### src/rtl/fetch_unit.sv
// -----------------------------------------------------------------------------
// fetch_unit: instruction fetch stage sitting directly in front of the ROM.
//   Holds the word-addressed PC, drives the ROM address, captures the
//   combinational ROM data into a 2-entry prefetch queue and presents the
//   queue head {pc, inst} to decode over a valid/ready handshake. A redirect
//   from a later stage reloads the PC and flushes every queued entry.
//
// Ports:
//   clk           core clock, rising edge
//   rst           asynchronous active-high reset
//   rom_addr_o    ROM word address (current pc)
//   rom_data_i    ROM read data, combinational from rom_addr_o
//   redirect_i    load redirect_pc_i into pc and flush the queue
//   redirect_pc_i redirect target
//   valid_o       queue head valid
//   ready_i       decode accepts the head this cycle
//   inst_o/pc_o   head instruction and its address (0 when empty)
//   fetch_cnt_o   (FETCH_PERF_EN only) number of instructions handed to decode
//   stall_cnt_o   (FETCH_PERF_EN only) cycles with no handshake-ready head
//
// Build option: define FETCH_PERF_EN to add the two performance counters.
// -----------------------------------------------------------------------------

package pico;
  localparam int unsigned A      = 6;
  localparam int unsigned W_INST = 32;
endpackage

module fetch_unit #(
  parameter int unsigned A        = pico::A,
  parameter int unsigned W_INST   = pico::W_INST,
  parameter logic [A-1:0] RESET_PC = '0
) (
  input  logic              clk,
  input  logic              rst,
  output logic [A-1:0]      rom_addr_o,
  input  logic [W_INST-1:0] rom_data_i,
  input  logic              redirect_i,
  input  logic [A-1:0]      redirect_pc_i,
  output logic              valid_o,
  input  logic              ready_i,
  output logic [W_INST-1:0] inst_o,
`ifdef FETCH_PERF_EN
  output logic [31:0]       fetch_cnt_o,
  output logic [31:0]       stall_cnt_o,
`endif
  output logic [A-1:0]      pc_o
);

  localparam int unsigned W_CNT = 2;

  logic [A-1:0]      pc_q, pc_d;
  logic [W_CNT-1:0]  count_q, count_d;
  logic              rd_ptr_q, rd_ptr_d;
  logic              wr_ptr_q, wr_ptr_d;
  logic [A-1:0]      ent_pc_q   [2];
  logic [W_INST-1:0] ent_inst_q [2];

  logic head_valid;
  logic pop;
  logic push;

  // Handshake decode; redirect suppresses both queue operations.
  assign head_valid = (count_q != W_CNT'(0));
  assign pop        = head_valid & ready_i & ~redirect_i;
  // A full queue can still take a new entry when the head leaves this cycle.
  assign push       = ~redirect_i & ((count_q != W_CNT'(2)) | pop);

  // Next-state for pc, occupancy and pointers.
  always_comb begin
    pc_d     = pc_q;
    count_d  = count_q;
    rd_ptr_d = rd_ptr_q;
    wr_ptr_d = wr_ptr_q;
    if (redirect_i) begin
      pc_d     = redirect_pc_i;
      count_d  = W_CNT'(0);
      rd_ptr_d = 1'b0;
      wr_ptr_d = 1'b0;
    end else begin
      if (push) begin
        pc_d     = pc_q + A'(1);
        wr_ptr_d = ~wr_ptr_q;
      end
      if (pop) begin
        rd_ptr_d = ~rd_ptr_q;
      end
      case ({push, pop})
        2'b10:   count_d = count_q + W_CNT'(1);
        2'b01:   count_d = count_q - W_CNT'(1);
        default: count_d = count_q;
      endcase
    end
  end

  // Control state registers.
  always_ff @(posedge clk or posedge rst) begin
    if (rst) begin
      pc_q     <= RESET_PC;
      count_q  <= W_CNT'(0);
      rd_ptr_q <= 1'b0;
      wr_ptr_q <= 1'b0;
    end else begin
      pc_q     <= pc_d;
      count_q  <= count_d;
      rd_ptr_q <= rd_ptr_d;
      wr_ptr_q <= wr_ptr_d;
    end
  end

  // Queue storage: write {pc, rom data} at the write pointer.
  always_ff @(posedge clk or posedge rst) begin
    if (rst) begin
      ent_pc_q[0]   <= '0;
      ent_pc_q[1]   <= '0;
      ent_inst_q[0] <= '0;
      ent_inst_q[1] <= '0;
    end else if (push) begin
      ent_pc_q[wr_ptr_q]   <= pc_q;
      ent_inst_q[wr_ptr_q] <= rom_data_i;
    end
  end

  // Outputs are decoded from flops; stale entries are masked to zero.
  assign rom_addr_o = pc_q;
  assign valid_o    = head_valid;
  assign inst_o     = head_valid ? ent_inst_q[rd_ptr_q] : '0;
  assign pc_o       = head_valid ? ent_pc_q[rd_ptr_q]   : '0;

`ifdef FETCH_PERF_EN
  logic [31:0] fetch_cnt_q;
  logic [31:0] stall_cnt_q;

  // Counters wrap naturally at 2^32.
  always_ff @(posedge clk or posedge rst) begin
    if (rst) begin
      fetch_cnt_q <= 32'd0;
      stall_cnt_q <= 32'd0;
    end else begin
      if (pop) begin
        fetch_cnt_q <= fetch_cnt_q + 32'd1;
      end
      if (!head_valid || !ready_i) begin
        stall_cnt_q <= stall_cnt_q + 32'd1;
      end
    end
  end

  assign fetch_cnt_o = fetch_cnt_q;
  assign stall_cnt_o = stall_cnt_q;
`else
  // Performance counters not built.
`endif

endmodule

### config.mk
export PLATFORM = sky130hd
export DESIGN_NAME = fetch_unit
export DESIGN_NICKNAME = d
export VERILOG_FILES = /design/src/rtl/fetch_unit.sv
export SDC_FILE = /design/constraint.sdc
export NUM_CORES = 1
export LEC_CHECK = 0
export CAP_MARGIN = 20
export CELL_PAD_IN_SITES_DETAIL_PLACEMENT = 1
export CELL_PAD_IN_SITES_GLOBAL_PLACEMENT = 1
export CORE_MARGIN = 5
export CORE_UTILIZATION = 44
export CTS_CLUSTER_DIAMETER = 200
export DETAILED_ROUTE_END_ITERATION = 10
export GPL_ROUTABILITY_DRIVEN = 0
export GPL_TIMING_DRIVEN = 0
export HOLD_SLACK_MARGIN = 0.05
export PLACE_DENSITY_LB_ADDON = 0.25
export SKIP_CTS_REPAIR_TIMING = 1
export SLEW_MARGIN = 25
export SYNTH_ARGS = -nofsm -noshare
export SYNTH_HDL_FRONTEND = slang
export SYNTH_SLANG_ARGS = --single-unit
### constraint.sdc
create_clock -name clk -period 4.2 [get_ports clk]
set_clock_uncertainty 0.15 [all_clocks]
set_input_delay 0.63 -clock clk [delete_from_list [all_inputs] [get_ports clk]]
set_output_delay 0.63 -clock clk [all_outputs]
set_load 0.01 [all_outputs]
Word-level counts from Yosys, hierarchy flattened

Cells that the tools add are included.

Flip-flop bits (word level): 86
Output and inout port bits: 45

Mux-type cells: 22
$lt $le $gt $ge: 3
Equality and inequality tests: 3
Add/sub/neg operators: 3
Bitwise operators: 9
Reductions and logical operators: 5

Operator list:

| kind                                                        | number |
|---|---|
| 2-to-1 mux 32 bit                                           | 5 |
| bitwise mux 64 bit                                          | 1 |
| 2-to-1 mux 6 bit                                            | 7 |
| demux 32 bit (select 1 bit)                                 | 1 |
| bitwise mux 12 bit                                          | 1 |
| adder 6 x 1 -> 6 bit (second input constant)                | 1 |
| demux 6 bit (select 1 bit)                                  | 1 |
| nonzero test 2 bit                                          | 3 |
| >= comparator 2 bit (second input constant)                 | 2 |
| 2-to-1 mux 1 bit                                            | 4 |
| inverter 1 -> 2 bit                                         | 2 |
| one-hot mux 2 bit (2 select lines)                          | 1 |
| bitwise AND 1 bit                                           | 3 |
| inverter 1 bit                                              | 3 |
| nonzero test 3 bit                                          | 1 |
| adder 2 x 1 -> 2 bit (second input constant)                | 1 |
| == test 2 x 1 -> 1 bit (second input constant)              | 1 |
| == test 2 bit (second input constant)                       | 1 |
| less-than comparator 2 x 1 -> 1 bit (second input constant) | 1 |
| 2-to-1 mux 2 bit                                            | 1 |
| inequality test 2 bit (second input constant)               | 1 |
| subtractor 2 x 1 -> 2 bit (second input constant)           | 1 |
| logical AND 1 bit                                           | 1 |
| bitwise OR 1 bit                                            | 1 |

Logic depth before layout (Yosys ltp)

Depth in word-level cells: 8
Gate-level depth with buffers: 6
Mapped depth without buffers: 5

Worst setup path before layout

OpenSTA, ideal clock, no wires.

Path kind: register to output
Start: reg count_q[0]
End: out inst_o[0]
Path buffers: 2
Data required time: 3420 ps
Setup slack: 2157 ps
Arrival time: 1263 ps
Stages on the path, launching flop included: 5
Path through: dfrtp_1 -> nor2_1 -> clkbuf_1 -> buf_1 -> nor2_1

Word-level cells in the longest chain between the ends: 2

Ends and longest elaborated chain:

| what                   | line | source |
|---|---|---|
| from (decl)            | 53   | `logic [W_CNT-1:0] count_q, count_d;` |
| from (signal assigned) | 105  | `count_q <= count_d;` |
| nonzero test 2 bit     | 64   | `assign head_valid = (count_q != W_CNT'(0));` |
| 2-to-1 mux 32 bit      | 127  | `assign inst_o = head_valid ? ent_inst_q[rd_ptr_q] : '0;` |
| to (decl)              | 42   | `output logic [W_INST-1:0] inst_o,` |

Every way passes these cells.

Worst setup path after layout

Start: reg count_q[0]
End: out inst_o[22]

The elaborated chain is that of the path after synthesis.

==> metrics.txt <==
P_leak=2.26 nW; # diodes=0; core area=slightly above 9000 um^2; Clk Latency, worst-skew pair=about 0.33 ns; EDFF count, synth=0; final worst-path cycle share=slightly below 80%; Max Fclk=about 300 MHz; Total Power Consumption=0.00264 W; IO buf count=85; first-pass GRT wire length=~16 mm; maxcap violations=0; die area=11400 um^2; Synth cell types=28; Clk pwr share=a little under a quarter; vias post-DR=approximately 2.6k; Post-Route WL=9.24 mm; Die Span Y=about 110 um; post-DR vias/cell=approximately 5.1; worst-margin pin slew=0.516 ns; Logic pwr share=between 30% and 40%; post-synth top area cell=dfrtp_1; pwr dens=494 nW/um^2; initial antenna violation count=0; prevailing post-synth register cell=dfrtp_1; Worst setup EP type=output pin; Synth Instances=about 300; Relative slew margins=around two thirds; gr ovfl total=0; yosys warns=0; Starting DRT DRC Count=52; drc violations=0; crit path time final=3.31 ns; Initial Util=between 40% and 50%; Clock transition at path regs=0.08 ns; switching share of power=approximately 28%; Post-Syn Nets=between 300 and 400; CP Launch Type=flip-flop; RSZ-0062 raised after global routing=false; Yosys reg bits=86; Overall Global Routing Usage=between 10% and 20%; dpl cells=500; Register Area=between 2000 and 2500 um^2; P_int=0.00189 W; register share of total power=44.3%; area occupied by multi-input gates=1810 um^2; layout cell share with drive strength beyond 1=26.9%; Num CTS Buffers=9; post-synthesis average cell area=13.6 um^2; top-area cell type share of the netlist area=52.3%; placed cell areas=between 5000 and 6000 um^2; cells on worst reg2reg path=6; clk sinks=86; setup slack after layout=0.891 ns; placement-stage worst setup slack=1.20 ns; worst min path class=reg2reg; sequential share of the synthesized area=between 50% and 60%; WL/cell=approximately 18 um; Synth area leaders=dfrtp_1, mux2_4, mux2_2; Final Hold Viols=0; fill count=approximately 930; Crit Path Max Fanout=10; mapped cell area=between 4000 and 5000 um^2; Worst Setup Path Type=reg2out; hold path cells=1; final instance area=5350 um^2; # IOs=87; non-filler cells, final=roughly 520; Root Buffer Master=clkbuf_8; post-DP HPWL=between 6 and 7 mm; final-report max-slew violation count=0; setup_tns=0 ns; outcome=finished clean; H-tree levels=3; Die Width=107 um; number of buffers on the longest clock path=2; router iterations before antenna repair=4; Required @ worst endpoint=3.42 ns; synth-to-layout area growth=30.1%; vias in the first global route=around 3k; FP Rows=35; DRT antenna net count=0; pin count of the biggest net entering global routing=51; Worst EP arrival=about 2.5 ns; NetSw=about 0.00075 W; CTS tree=done; count leader, synth=dfrtp_1; Nets=443; worst vdd ir=between 0.2 and 0.25 mV; Final setup violation count=0; async set or reset register ratio after synthesis=100%; Synth top cells by count=dfrtp_1, nor2_1, mux2_4
-- sequential cells by signal, indices dropped and copies added, names as in the netlist --
signal      flops
rom_addr_o      6
rd_ptr_q        1
ent_pc_q       12
count_q         2
wr_ptr_q        1
ent_inst_q     64
-- power by group through the flow --
stage	combinational, W	sequential, W	clock, W
after floorplan	0.000542	0.00115	0
after global placement	0.000826	0.00117	0
after detailed placement	0.000851	0.00118	0
after CTS	0.000859	0.00117	0.000650
after global routing	0.000915	0.00120	0.000690
final	0.000841	0.00117	0.000631
-- routing by layer --
layer,GRT usage (%),routed length (um),vias up
met4,4.66,61,0
li1,-,-,1230
met1,24.0,4280,1319
met2,27.7,4530,59
met5,0,0,-
met3,3.19,364,6
-- through the flow --
stage	hold WS (ns)	util, %
floorplan	0.330	-
global placement	0.338	55.5
detailed placement	0.344	55.8
CTS	0.367	58.2
global route	0.375	58.2
finish	0.363	58.2
-- critical path, stage by stage (launching register included) --
cell	delay (ns)
dfrtp_1	0.43
nor2_1	0.24
clkbuf_1	0.44
buf_1	0.47
nor2_1	0.11
clkdlybuf4s50_1	0.50
-- cell type report --
cell class              count  share of cell area, %
inverters                   2                  0.234
well taps                 111                   2.60
repair buffers             86                   16.4
clock inverters             5                   1.57
plain buffers              19                   2.71
multi-input cells         196                   33.8
flip-flops and latches     86                   40.2
clock buffers              11                   2.46
-- layout by cell type (no fill, tap or decap) --
cell,synthesis,layout
a211oi_1,1,1
a21boi_0,1,1
a21oi_1,3,3
and2b_4,1,1
buf_1,2,2
buf_12,2,2
buf_16,0,1
buf_2,6,6
buf_4,1,1
buf_6,4,4
bufinv_16,0,2
clkbuf_1,4,6
clkbuf_8,0,9
clkdlybuf4s50_1,0,85
clkinv_4,0,1
clkinvlp_4,0,2
dfrtp_1,86,86
ha_1,1,1
inv_1,2,1
inv_6,0,1
mux2_2,36,36
mux2_4,40,40
mux2i_1,39,39
nand2_1,10,10
nand2b_1,1,1
nand3_1,3,3
nor2_1,42,42
nor2b_1,1,1
nor2b_4,1,1
nor3_2,1,1
nor3b_2,1,1
o21ai_0,4,4
o21ai_1,2,2
xnor2_1,7,7
xor2_1,1,1
-- kinds of logic after synthesis --
kind of cell,share of synthesized area [%]
xor gates and xnor gates,1.70
DFF,52.3
adders and majority gates,0.304
muxes,34.0
buffers and inverters,3.71
and+or+nand+nor,6.54
AOI/OAI and AO/OA,1.46
-- final timing paths --
path	slack, ns	from	to
min in group asynchronous	0.51	rst	ent_inst_q[42]
max in group asynchronous	2.81	rst	ent_pc_q[11]
worst max register to register	2.29	count_q[1]	ent_inst_q[18]
worst max-delay path	0.89	count_q[0]	inst_o[22]
worst min-delay path	0.36	ent_inst_q[55]	ent_inst_q[55]
worst min register to register	0.36	ent_inst_q[55]	ent_inst_q[55]
Note: power is estimated with default switching activity, not from simulation.
